`config.mk`:
```
export PLATFORM = sky130hd
export DESIGN_NAME = mmio_uart_tx_flat
export DESIGN_NICKNAME = d
export VERILOG_FILES = /design/src/rtl/mmio_uart_tx_if.sv /design/src/rtl/mmio_uart_tx.sv /design/src/flat_wrapper.sv
export SDC_FILE = /design/constraint.sdc
export NUM_CORES = 1
export LEC_CHECK = 0
export BUFFER_PORTS_ARGS = -buffer_cell sky130_fd_sc_hd__buf_2
export CAP_MARGIN = 30
export CORE_ASPECT_RATIO = 1.1
export CORE_UTILIZATION = 46
export CTS_CLUSTER_DIAMETER = 120
export CTS_CLUSTER_SIZE = 8
export DETAILED_ROUTE_END_ITERATION = 7
export PLACE_DENSITY_LB_ADDON = 0.08
export SETUP_SLACK_MARGIN = 0.5
export SYNTH_ARGS = -nofsm -noshare
export SYNTH_HDL_FRONTEND = slang
export SYNTH_SLANG_ARGS = --single-unit
```
`constraint.sdc`:
```
create_clock -name clk -period 2.6 [get_ports clk]
set_input_delay 0.26 -clock clk [delete_from_list [all_inputs] [get_ports clk]]
set_output_delay 0.26 -clock clk [all_outputs]
set_load 0.01 [all_outputs]
```
`src/rtl/mmio_uart_tx_if.sv`:
```
// Store-port snoop and UART status bundle between the core-side top level
// and mmio_uart_tx. Signal names follow the core's datapath names.
interface mmio_uart_tx_if #(
    parameter int FIFO_DEPTH = 8
);
    logic                          MemWrite;
    logic [31:0]                   ALUResult;
    logic [31:0]                   WriteData;
    logic                          txd;
    logic                          tx_busy;
    logic [$clog2(FIFO_DEPTH):0]   fifo_count;
    logic                          overflow;
    logic [31:0]                   status;

    modport master (
        output MemWrite, ALUResult, WriteData,
        input  txd, tx_busy, fifo_count, overflow, status
    );

    modport slave (
        input  MemWrite, ALUResult, WriteData,
        output txd, tx_busy, fifo_count, overflow, status
    );
endinterface

```
`src/rtl/mmio_uart_tx.sv`:
```
// Memory-mapped 8N1 UART transmitter snooping the core's store port.
// Stores to ADDR_TX queue a byte; stores to ADDR_CTRL with bit0 set clear
// the sticky overflow flag.
//
// state | meaning
// IDLE  | txd high, waiting for a queued byte
// START | start bit (txd low) for CLKS_PER_BIT cycles
// DATA  | 8 data bits, LSB first, CLKS_PER_BIT cycles each
// STOP  | stop bit (txd high); chains straight into START if bytes remain
module mmio_uart_tx #(
    parameter int          CLKS_PER_BIT = 868,
    parameter int          FIFO_DEPTH   = 8,
    parameter logic [31:0] ADDR_TX      = 32'h0000_0100,
    parameter logic [31:0] ADDR_CTRL    = 32'h0000_0104
) (
    input logic         clk,
    input logic         reset,
    mmio_uart_tx_if.slave bus
);
    localparam int PW = $clog2(FIFO_DEPTH);
    localparam int CW = PW + 1;
    localparam int BW = (CLKS_PER_BIT > 1) ? $clog2(CLKS_PER_BIT) : 1;
    localparam logic [BW-1:0] BAUD_LAST = BW'(CLKS_PER_BIT - 1);
    localparam logic [CW-1:0] DEPTH_C   = CW'(FIFO_DEPTH);

    localparam logic [1:0] IDLE  = 2'd0;
    localparam logic [1:0] START = 2'd1;
    localparam logic [1:0] DATA  = 2'd2;
    localparam logic [1:0] STOP  = 2'd3;

    logic [1:0]    state_q, state_d;
    logic [BW-1:0] baud_q, baud_d;
    logic [2:0]    bit_q, bit_d;
    logic [7:0]    shift_q, shift_d;
    logic          txd_q, txd_d;
    logic [PW-1:0] wr_q, wr_d, rd_q, rd_d;
    logic [CW-1:0] count_q, count_d;
    logic          ovf_q, ovf_d;
    logic [7:0]    mem_q [FIFO_DEPTH];

    logic push_req, ctrl_clr, push_ok, pop, baud_end, fifo_empty, fifo_full;

    assign push_req   = bus.MemWrite && (bus.ALUResult == ADDR_TX);
    assign ctrl_clr   = bus.MemWrite && (bus.ALUResult == ADDR_CTRL) && bus.WriteData[0];
    assign fifo_empty = (count_q == '0);
    assign fifo_full  = (count_q == DEPTH_C);
    assign baud_end   = (baud_q == BAUD_LAST);

    // FIFO bookkeeping; a pop in the same cycle frees room for a push into a full FIFO
    always_comb begin
        push_ok = push_req && (!fifo_full || pop);
        wr_d    = push_ok ? wr_q + 1'b1 : wr_q;
        rd_d    = pop ? rd_q + 1'b1 : rd_q;
        count_d = count_q;
        case ({push_ok, pop})
            2'b10:   count_d = count_q + 1'b1;
            2'b01:   count_d = count_q - 1'b1;
            default: count_d = count_q;
        endcase
        ovf_d = ovf_q;
        if (ctrl_clr)
            ovf_d = 1'b0;
        if (push_req && !push_ok)
            ovf_d = 1'b1;
    end

    // Transmit FSM; txd is registered from the next state so it never glitches
    always_comb begin
        state_d = state_q;
        baud_d  = baud_q;
        bit_d   = bit_q;
        shift_d = shift_q;
        pop     = 1'b0;
        case (state_q)
            IDLE: begin
                if (!fifo_empty) begin
                    pop     = 1'b1;
                    shift_d = mem_q[rd_q];
                    baud_d  = '0;
                    state_d = START;
                end
            end
            START: begin
                if (baud_end) begin
                    baud_d  = '0;
                    bit_d   = 3'd0;
                    state_d = DATA;
                end else begin
                    baud_d = baud_q + 1'b1;
                end
            end
            DATA: begin
                if (baud_end) begin
                    baud_d = '0;
                    if (bit_q == 3'd7) begin
                        state_d = STOP;
                    end else begin
                        bit_d   = bit_q + 1'b1;
                        shift_d = shift_q >> 1;
                    end
                end else begin
                    baud_d = baud_q + 1'b1;
                end
            end
            default: begin
                if (baud_end) begin
                    baud_d = '0;
                    if (!fifo_empty) begin
                        pop     = 1'b1;
                        shift_d = mem_q[rd_q];
                        state_d = START;
                    end else begin
                        state_d = IDLE;
                    end
                end else begin
                    baud_d = baud_q + 1'b1;
                end
            end
        endcase
        case (state_d)
            START:   txd_d = 1'b0;
            DATA:    txd_d = shift_d[0];
            default: txd_d = 1'b1;
        endcase
    end

    // Control state, cleared asynchronously so txd returns high without a clock
    always_ff @(posedge clk or negedge reset) begin
        if (!reset) begin
            state_q <= IDLE;
            baud_q  <= '0;
            bit_q   <= 3'd0;
            shift_q <= 8'h00;
            txd_q   <= 1'b1;
            wr_q    <= '0;
            rd_q    <= '0;
            count_q <= '0;
            ovf_q   <= 1'b0;
        end else begin
            state_q <= state_d;
            baud_q  <= baud_d;
            bit_q   <= bit_d;
            shift_q <= shift_d;
            txd_q   <= txd_d;
            wr_q    <= wr_d;
            rd_q    <= rd_d;
            count_q <= count_d;
            ovf_q   <= ovf_d;
        end
    end

    // Byte storage needs no reset; the pointers and count define validity
    always_ff @(posedge clk) begin
        if (push_ok)
            mem_q[wr_q] <= bus.WriteData[7:0];
    end

    assign bus.txd        = txd_q;
    assign bus.tx_busy    = (state_q != IDLE);
    assign bus.fifo_count = count_q;
    assign bus.overflow   = ovf_q;
    assign bus.status     = {28'b0, ovf_q, fifo_full, fifo_empty, (state_q != IDLE)};
endmodule

```
`src/flat_wrapper.sv`:
```
// flat-port wrapper written by rule: the top's interface ports become plain ports
module mmio_uart_tx_flat 
#(
    parameter int          CLKS_PER_BIT = 868,
    parameter int          FIFO_DEPTH   = 8,
    parameter logic [31:0] ADDR_TX      = 32'h0000_0100,
    parameter logic [31:0] ADDR_CTRL    = 32'h0000_0104
)
  (clk, reset, bus_MemWrite, bus_ALUResult, bus_WriteData, bus_txd, bus_tx_busy, bus_fifo_count, bus_overflow, bus_status);
  mmio_uart_tx_if #(.FIFO_DEPTH(FIFO_DEPTH)) bus_i ();
  input logic clk;
  input logic reset;
  input wire logic [$bits(bus_i.MemWrite)-1:0] bus_MemWrite;
  input wire logic [$bits(bus_i.ALUResult)-1:0] bus_ALUResult;
  input wire logic [$bits(bus_i.WriteData)-1:0] bus_WriteData;
  output wire logic [$bits(bus_i.txd)-1:0] bus_txd;
  output wire logic [$bits(bus_i.tx_busy)-1:0] bus_tx_busy;
  output wire logic [$bits(bus_i.fifo_count)-1:0] bus_fifo_count;
  output wire logic [$bits(bus_i.overflow)-1:0] bus_overflow;
  output wire logic [$bits(bus_i.status)-1:0] bus_status;
  assign bus_i.MemWrite = bus_MemWrite;
  assign bus_i.ALUResult = bus_ALUResult;
  assign bus_i.WriteData = bus_WriteData;
  assign bus_txd = bus_i.txd;
  assign bus_tx_busy = bus_i.tx_busy;
  assign bus_fifo_count = bus_i.fifo_count;
  assign bus_overflow = bus_i.overflow;
  assign bus_status = bus_i.status;
  mmio_uart_tx #(.CLKS_PER_BIT(CLKS_PER_BIT), .FIFO_DEPTH(FIFO_DEPTH), .ADDR_TX(ADDR_TX), .ADDR_CTRL(ADDR_CTRL)) u_core (.clk(clk), .reset(reset), .bus(bus_i));
endmodule
```
# Yosys cells after proc, flatten, opt, wreduce, memory -nomap -nowiden

Memories as Yosys holds them, arrays and structs flattened.
Index checks and enable logic that the tools add are counted.

Flip-flop bits (word level): 35
Word-level logic and storage cells: 79
RAM bits: 64
Memories: 1
Output and inout port bits: 39

Muxes and demuxes: 28
Bitwise gates (word level): 1
Add/subtract/negate cells: 6
Reduce and logical (&&, ||, !) cells: 18
Eq/ne operators: 15

Memory list:

| memory       | words | bits a word | rd ports | clocked after memory_dff | write ports | RTL line           | RTL |
|---|---|---|---|---|---|---|---|
| u_core.mem_q | 8     | 8           | 1        | 0                        | 1           | mmio_uart_tx.sv:39 | `logic [7:0] mem_q [FIFO_DEPTH];` |

Operators by type and width:

| operator                                             | number |
|---|---|
| equality test 32 x 9 -> 1 bit, second input constant | 2 |
| two-way mux 8 bit                                    | 4 |
| two-way mux 10 bit                                   | 3 |
| case mux 8 bit (3 select lines)                      | 1 |
| adder 10 x 1 -> 10 bit, second input constant        | 1 |
| equality test 10 bit, second input constant          | 1 |
| two-way mux 2 bit                                    | 5 |
| nonzero test 2 bit                                   | 5 |
| adder 3 x 1 -> 3 bit, second input constant          | 3 |
| two-way mux 3 bit                                    | 3 |
| case mux 4 bit (2 select lines)                      | 1 |
| AND reduction 4 bit                                  | 2 |
| two-way mux 1 bit                                    | 7 |
| equality test 2 x 1 -> 1 bit, second input constant  | 3 |
| equality test 2 bit, second input constant           | 3 |
| case mux 2 bit (3 select lines)                      | 1 |
| case mux 3 bit (2 select lines)                      | 1 |
| logical AND 1 bit                                    | 5 |
| adder 4 x 1 -> 4 bit, second input constant          | 1 |
| equality test 4 bit, second input constant           | 1 |
| logical NOT 4 bit                                    | 1 |
| != test 2 x 1 -> 1 bit, second input constant        | 2 |
| != test 2 bit, second input constant                 | 2 |
| case mux 1 bit (2 select lines)                      | 2 |
| 7 further kinds                                      | 8 |

# Longest topological paths before layout

Gate-level depths: netlist of run 1.

Word-level depth: 9
Gate-level depth with buffers: 13

# Least setup slack after synthesis of run 1

No wires, ideal clock.

Path kind: register -> register
Start: register u_core.baud_q[0]
End: memory u_core.mem_q[0][0], enable pin
Setup slack: -0.176 ns
Arrival time: 2.382 ns
Clock period less this slack: 2.776 ns
Required time: 2.205 ns
Path buffers: 1
Library setup time: 0.395 ns
Stages on the path, launching flop included: 7
Cells stage by stage: dfrtp_1 ha_1 nor3b_4 nand4b_1 a2111o_1 buf_6 nor4_1

Word-level cells in the longest chain between the ends: 7

Ends and longest elaborated chain:

| what                                    | RTL line            | RTL |
|---|---|---|
| start: declaration                      | mmio_uart_tx.sv:32  | `logic [BW-1:0] baud_q, baud_d;` |
| start signal: assignment                | mmio_uart_tx.sv:141 | `baud_q <= baud_d;` |
| equality test 10 bit                    | mmio_uart_tx.sv:47  | `assign baud_end = (baud_q == BAUD_LAST);` |
| two-way mux 1 bit                       | mmio_uart_tx.sv:106 | `if (baud_end) begin` |
| case mux 1 bit (2 select lines)         | mmio_uart_tx.sv:74  | `case (state_q)` |
| logical OR 1 bit                        | mmio_uart_tx.sv:51  | `push_ok = push_req && (!fifo_full \|\| pop);` |
| logical AND 1 bit                       | mmio_uart_tx.sv:51  |  |
| two-way mux 1 bit                       | mmio_uart_tx.sv:154 | `if (push_ok)` |
| two-way mux 1 bit (implied by the code) | mmio_uart_tx.sv:155 | `mem_q[wr_q] <= bus.WriteData[7:0];` |
| end: declaration                        | mmio_uart_tx.sv:39  |  |

Every way passes these cells.

# Worst setup path after layout of run 1

Start: register u_core.baud_q[0]
End: register u_core.count_q[3], in the netlist u_core.bus.fifo_count[3]

Word-level cells in the longest chain between the ends: 7

Ends and longest elaborated chain:

| what                                                                  | RTL line            | RTL |
|---|---|---|
| equality test 10 bit (*)                                              | mmio_uart_tx.sv:47  |  |
| two-way mux 1 bit (*)                                                 | mmio_uart_tx.sv:106 |  |
| case mux 1 bit (2 select lines) (*)                                   | mmio_uart_tx.sv:74  |  |
| logical OR 1 bit                                                      | mmio_uart_tx.sv:51  |  |
| logical AND 1 bit                                                     | mmio_uart_tx.sv:51  |  |
| equality test 2 x 1 -> 1 bit or equality test 2 bit (tied branches)   | mmio_uart_tx.sv:55  | `case ({push_ok, pop})` |
| case mux 4 bit (2 select lines) or nonzero test 2 bit (tied branches) | -                   |  |
| end signal: assignment                                                | mmio_uart_tx.sv:147 | `count_q <= count_d;` |
| end: declaration                                                      | mmio_uart_tx.sv:37  | `logic [CW-1:0] count_q, count_d;` |

Every way passes the cells marked *; elsewhere a longest branch is shown, timed or not.
A chain may end at the register's enable or synchronous reset.

==> out/qor.csv, run 1 <==
metric,value,unit
drive_gt1_frac,0.374,
post-route-period-util,0.999,
cp-start-kind,flip-flop,
yosysSeqAreaShare,0.577,
first_pass_iters,5,
core.rowCount,38,
vias,3085,
grt_pass1_vias,3106,
rsz0062_at_grt,true,
tightest_slew,0.842,ns
syn_avg_cell_area,14.1,sq um
synthArstFlopShare,0.354,
ys_ff_latch,99,
fin_ws,0.00294,ns
detail_route.wl_per_cell,17.0,um
crit_fanout,5,
cts_made_buffers,9,
slowest_delay,0.53,ns
grt_max_degree,36,
hold_viol,31,
synth_area_leaders,"edfxtp_1, dfrtp_1, mux4_2",
path_common_cell,a2111o_1,
crit_chain,ha_2 -> nor3b_4 -> nand4b_1 -> a2111o_1 -> ha_4 -> buf_4 -> nand2b_4 -> a2111o_1 -> o211ai_1,
r2r_end,u_core.bus.fifo_count[3],
route.detailed.drc,0,
r2r_cells,9,
path_class,flip-flop to flip-flop,
syn_area,0.00485,sq mm
htree_levels,3,
cp.required,2.89,ns
drt_iter0_drc,134,
io_buffers,53,
maxCapViolations,0,
switching_power,0.678,mW
relSlewSlack,0.439,
grt-ovfl-total,0,
fin_util,0.579,
power,2.94,mW
sw_frac_of_total,0.231,
die_area,0.0110,sq mm
cp.arrival,2.88,ns
core,0.0101,sq mm
vias_per_cell,5.36,
antenna_found_initial,0,
area_growth,20.2,%
synthFlopType,edfxtp_1,
clockRootBuffer,clkbuf_8,
pwr-share-seq,0.600,
io_pins,106,
peakVddDrop,0.392,mV
grt_pass1_wl,16.0,mm
netlist_instances,344,
fp.dieH,110,um
synth_edf_count,64,
nFillCells,849,
finalSetupViolations,0,
dp_hpwl,6.65,mm
p_leak,2.28,nW
gp_congestion,0.762,
finalCriticalPeriod,2.60,ns
fmax,0.385,GHz
ff2ff_setup_slack,0.003,ns
diodes,0,
grtUsageTotal,0.197,
worst_path_max_delay_cell,a2111o_1,
seqCellArea,0.00280,sq mm
power_frac_clock,0.353,
hp-class,input port to async pin,
clk_pin_slew,0.10,ns
cp-end-kind,flip-flop,
internal_power,2.26,mW
slew_violations,0,
clock_sinks,99,
finalNonFillerCells,576,
die_w,99.9,um
power.density,503,mW/mm^2
hold_slack,-0.0121,ns
clockBufferDepth,2,
synth_top_cell_by_area,edfxtp_1,
ant_nets,0,
place_inst,553,
pwr-share-comb,0.047,
status,"complete, but fails checks",
yosys.area.top_type_share,0.396,
skew,0.00954,ns
multiInputGateArea,0.00194,sq mm
synth_cell_types,60,
wirelength,9.78,mm
insertion_delay,0.37,ns
nNetsFinal,506,
cts_tree,yes,
violations,hold timing,
rr_startpoint,u_core.baud_q[0],
place_ws,-0.0965,ns
start_util,0.482,
ys_warn_count,0,
-- timing repair --
item | 4_1_cts | 5_1_grt
cloned | 0 | 0
setup endpoints to repair | 78 | 74
resized for setup | 20 | 14
pin swaps | 4 | 2
buffers inserted | 7 | 0
hold endpoints to repair | 0 | 0
hold buffers | 0 | 0
-- flip-flops by register name (all words and copies together) (netlist names), 2 cells and up --
signal                 cells
u_core.wr_q                3
u_core.state_q             2
u_core.bus.fifo_count      4
u_core.bit_q               3
u_core.rd_q                3
u_core.shift_q             8
u_core.mem_q              64
u_core.baud_q             10
-- per-layer routing --
metal  track usage  up-vias  routed length (um)
met1         0.250     1559                4300
met2         0.338       58                5030
li1              -     1453                   -
met5             0        -                   0
met3        0.0439       15                 318
met4        0.0641        0                 126
-- placed cells by master (no fill, tap or decap), types with 3 or more instances in the layout --
| master | netlist | layout |
|---|---|---|
| edfxtp_1 | 64 | 64 |
| nor4_1 | 10 | 8 |
| nor4b_1 | 3 | 3 |
| a21oi_1 | 6 | 5 |
| nor2_1 | 9 | 9 |
| o2bb2ai_1 | 5 | 5 |
| mux4_2 | 16 | 16 |
| inv_6 | 0 | 3 |
| a211oi_1 | 7 | 7 |
| o21ai_0 | 10 | 10 |
| a221o_1 | 7 | 7 |
| clkbuf_8 | 0 | 9 |
| inv_1 | 9 | 8 |
| mux2i_1 | 8 | 8 |
| and2_1 | 3 | 3 |
| buf_2 | 7 | 52 |
| nand4_1 | 5 | 5 |
| dfrtp_1 | 34 | 34 |
| ha_1 | 8 | 4 |
| xor2_1 | 8 | 7 |
| xnor2_1 | 5 | 5 |
| buf_6 | 2 | 11 |
| ha_4 | 0 | 3 |
| nor3_4 | 0 | 4 |
| nand3_1 | 4 | 4 |
| nand2_1 | 10 | 10 |
| nand2b_1 | 5 | 4 |
| a22o_1 | 5 | 5 |
| a31oi_1 | 3 | 3 |
| buf_4 | 35 | 34 |
| mux2_2 | 5 | 4 |
| a41oi_1 | 3 | 3 |
| conb_1 | 1 | 28 |
-- through the flow --
stage | instance area [sq um] | TNS, ns
CTS | 5750 | -0.109
finish | 5830 | 0
global placement | 5400 | -0.0601
global route | 5830 | -2.09
floorplan | 5000 | -0.878
detailed placement | 5400 | -0.179
-- power groups by stage --
stage	clock [mW]	sequential, mW	combinational (mW)
after global routing	1.13	1.77	0.154
after CTS	1.06	1.76	0.138
after global placement	0	1.80	0.133
after floorplan	0	1.79	0.109
after detailed placement	0	1.80	0.138
final	1.04	1.76	0.137
-- cell usage after synthesis, drive strengths merged, types with 2 or more instances --
| master | number |
|---|---|
| nand3b | 2 |
| or3 | 2 |
| nor4b | 5 |
| nor2 | 10 |
| o21ai | 10 |
| xor2 | 8 |
| xnor2 | 5 |
| mux2 | 6 |
| nand2 | 10 |
| o2bb2ai | 5 |
| and4 | 2 |
| edfxtp | 64 |
| a21oi | 7 |
| a32oi | 2 |
| buf | 46 |
| nand4 | 5 |
| and3 | 2 |
| nor3 | 4 |
| or2 | 2 |
| dfrtp | 34 |
| a31oi | 4 |
| a41oi | 3 |
| ha | 8 |
| nand3 | 4 |
| a2111o | 2 |
| a22o | 5 |
| inv | 10 |
| clkbuf | 4 |
| a211oi | 7 |
| a21o | 2 |
| a221o | 7 |
| mux2i | 8 |
| and2 | 3 |
| nand2b | 5 |
| nor4 | 11 |
| mux4 | 16 |
| nand4b | 2 |
-- worst max-delay path: cells and delay by family, from the launching register on --
family                     cells  cell delay, ns
AOI/OAI and AO/OA              3            1.04
buffers and inverters          1            0.15
adders and majority gates      2            0.40
DFF                            1            0.37
and+or+nand+nor                3            0.56
-- cell families after synthesis --
| group | count (synthesis) | synth area share |
|---|---|---|
| DFF | 99 | 0.577 |
| adders and majority gates | 8 | 0.0206 |
| and+or+nand+nor | 72 | 0.0951 |
| buffers and inverters | 60 | 0.0786 |
| muxes | 30 | 0.105 |
| other | 1 | 0.000773 |
| AOI/OAI and AO/OA | 61 | 0.100 |
| xor gates and xnor gates | 13 | 0.0235 |
-- worst max path at each step --
stage | start | end | cells after the start
after detailed placement | u_core.baud_q[1] | u_core.bus.fifo_count[3] | 11
after global routing | u_core.baud_q[0] | u_core.bus.fifo_count[3] | 11
after global placement | u_core.baud_q[1] | u_core.bus.fifo_count[3] | 11
after floorplan | u_core.baud_q[0] | u_core.bus.fifo_count[2] | 12
final | u_core.baud_q[0] | u_core.bus.fifo_count[3] | 9
after CTS | u_core.baud_q[1] | u_core.mem_q[5][0] | 8
-- layout make-up --
cell class / count / share of cell area
tap: 140 / 0.0300
inverter: 10 / 0.00686
sequential: 99 / 0.480
timing repair buffer: 99 / 0.116
clock buffer: 9 / 0.0212
multi-input combinational: 212 / 0.333
clock inverter: 7 / 0.0137
Note: power is estimated with default switching activity, not from simulation.
==> run 2, diff against run 1 <==
Settings changed: ABC_AREA set to 1, CORE_MARGIN set to 2, CORE_UTILIZATION 46 to 49.
==> out/qor.csv, run 2 <==
metric,value,unit,change
insertion_delay,0.36,ns,about the same
fin_setup_tns,0,ns,unchanged
power.density,475,mW/mm^2,-5.5%
yosysSeqAreaShare,0.564,,-0.0122
postLayoutCellArea,0.00576,sq mm,-1.2%
synth_common_cells,"nand2_1, nor2_1, edfxtp_1, o21ai_0, inv_1",,
detail_route.wl_per_cell,14.2,um,-16%
final_common_cell,nand2_1,,
synth_cell_types,45,,-25%
synth_area_leaders,"edfxtp_1, dfrtp_1, nand2_1",,
area_growth,16.2,%,
nNetsFinal,651,,+29%
fmax,0.476,GHz,+24%
rsz0062_at_grt,true,,
cp-start-kind,flip-flop,,
synthArstFlopShare,0.354,,unchanged
gp_congestion,0.776,,+1.8%
clockBufferDepth,2,,unchanged
slowest_delay,0.42,ns,-0.11 ns
io_pins,106,,unchanged
nFillCells,874,,+2.9%
netlist_instances,496,,+44%
cp.arrival,2.39,ns,-0.49 ns
cp-end-kind,flip-flop,,
cts_made_buffers,9,,unchanged
p_leak,2.43,nW,+7.0%
r2r_end,u_core.bus.fifo_count[3],,
first_pass_iters,4,,-1
synth_top_cell_by_area,edfxtp_1,,
cp.required,2.89,ns,about the same
wirelength,9.97,mm,+1.9%
hold_slack,-0.0214,ns,-0.00926 ns
start_util,0.504,,+0.0223
clock_sinks,99,,unchanged
die_w,99.9,um,about the same
top_register,u_core.mem_q,,
slew_violations,0,,unchanged
grt_pass1_wl,16.2,mm,+1.5%
path_common_cell,nand2_8,,
die_area,0.0109,sq mm,-0.23%
reg_top3,"u_core.mem_q (64), u_core.baud_q (10), u_core.shift_q (8)",,
fp.dieH,110,um,-0.21%
synth_edf_count,64,,unchanged
crit_chain,ha_4 -> nand3_4 -> nor2_8 -> inv_4 -> nand2_8 -> nand2_8 -> nand2_8 -> nand2_8 -> ha_4 -> xor2_2 -> buf_4 -> a22o_1 -> nand3_2 -> xor2_1,,
diodes,0,,unchanged
hp-class,input port to async pin,,
place_ws,0.225,ns,+0.322 ns
cp_num_buf_inv,2,,+1
crit_end,u_core.bus.fifo_count[3],,
path_class,flip-flop to flip-flop,,
ys_ff_latch,99,,unchanged
vias,3566,,+16%
grt_max_degree,36,,unchanged
finalCriticalPeriod,2.10,ns,-0.498 ns
hold_buffers,0,,unchanged
ant_nets,0,,unchanged
vias_per_cell,5.09,,-5.0%
r2r_cells,14,,+5
yosys.area.top_type_share,0.388,,-0.00839
clk_pin_slew,0.11,ns,about the same
largest_reg_flops,64,,unchanged
htree_levels,3,,unchanged
grtUsageTotal,0.192,,-0.00540
rr_startpoint,u_core.baud_q[1],,
grt_pass1_vias,3395,,+9.3%
drive_gt1_frac,0.262,,-0.112
synthFlopType,edfxtp_1,,
layout_common_cells,"nand2_1, nor2_1, edfxtp_1",,
status,"complete, but fails checks",,
tightest_slew,0.804,ns,-0.0379 ns
violations,hold timing,,
core.rowCount,38,,unchanged
core,0.00984,sq mm,-2.4%
maxCapViolations,0,,unchanged
post-route-period-util,0.807,,-0.191
drt_iter0_drc,182,,+36%
route.detailed.drc,0,,unchanged
clockRootBuffer,clkbuf_8,,
place_inst,666,,+20%
hold_viol,31,,unchanged
io_buffers,53,,unchanged
skew,0.00891,ns,-0.000636 ns
dp_hpwl,6.72,mm,+1.0%
ff2ff_setup_slack,0.50,ns,+0.50 ns
fin_ws,0.501,ns,+0.498 ns
cp_top_family,simple AND/OR/NAND/NOR gates,,
synth.most_common_cell,nand2_1,,
worst_path_max_delay_cell,dfrtp_1,,
syn_avg_cell_area,10.0,sq um,-29%
finalSetupViolations,0,,unchanged
peakVddDrop,0.334,mV,-15%
grt-ovfl-total,0,,unchanged
finalNonFillerCells,701,,+22%
dpl_cell_area,0.00535,sq mm,-1.1%
syn_area,0.00496,sq mm,+2.2%
crit_path_start,u_core.baud_q[1],,
cts_tree,yes,,
antenna_found_initial,0,,unchanged
crit_fanout,3,,-2
relSlewSlack,0.464,,+0.0252
ys_warn_count,0,,unchanged
crit_cells,14,,+5
## run 2: cell types whose count changed after synthesis, sizes merged, moves of 6 or more
cell    before  now
nand2       10   87
nor2        10   73
inv         10   45
o21ai       10   44
nand3        4   31
mux4        16    0
o22ai        0   16
nor4        11    2
mux2i        8    0
a211oi       7    0
a221o        7    0
buf         46   39
mux2         6    0
## run 2: layout make-up
class,instances,area [sq um],share of cell area
Timing Repair Buffer,85,517,0.0897
Multi-Input combinational cell,334,1910,0.331
Sequential cell,99,2800,0.486
Tap cell,120,150,0.0261
Inverter,47,181,0.0315
Clock inverter,7,78.8,0.0137
Clock buffer,9,124,0.0215
## run 2: through the flow
stage          total power, mW   util
2_1_floorplan             1.77      -
3_3_place_gp              1.79  0.543
3_5_place_dp              1.79  0.543
4_1_cts                   2.77  0.575
5_1_grt                   2.84  0.586
6_report                  2.74  0.586
## run 2: cells by family after synthesis
group                      share of synthesized area
adders and majority gates                     0.0202
AOI/OAI and AO/OA                             0.0916
buffers and inverters                         0.0964
xor gates and xnor gates                      0.0227
other                                       0.000756
DFF                                            0.564
and+or+nand+nor                                0.204
## run 2: repair_timing
action,CTS,global route
setup buffers,13,6
resized for setup,6,15
pin swaps,10,2
setup endpoints to repair,3,46
## run 2: worst min path at each step
stage	cells after the start	startpoint	slack [ns]	end
2_1_floorplan	0	reset	-0.04	u_core.baud_q[0]
3_3_place_gp	1	reset	0.40	u_core.baud_q[5]
3_5_place_dp	1	reset	0.40	u_core.baud_q[6]
4_1_cts	1	reset	0.0006	u_core.baud_q[6]
5_1_grt	1	reset	0.03	u_core.baud_q[6]
6_report	1	reset	-0.02	u_core.baud_q[6]
## run 2: routing by layer
| layer | track usage | vias up | share of wire |
|---|---|---|---|
| li1 | - | 1778 | - |
| met4 | 0.0646 | 0 | 0.011 |
| met2 | 0.332 | 53 | 0.52 |
| met3 | 0.0337 | 12 | 0.024 |
| met1 | 0.246 | 1723 | 0.44 |
| met5 | 0 | - | 0 |
## run 2: where the power goes
group / total, mW / leakage, nW / switching, mW / internal (mW)
clock network: 0.986 / 0.103 / 0.600 / 0.385
registers: 1.68 / 1.00 / 0.00000000261 / 1.68
logic: 0.0779 / 1.33 / 0.0520 / 0.0259
total: 2.74 / 2.43 / 0.652 / 2.09
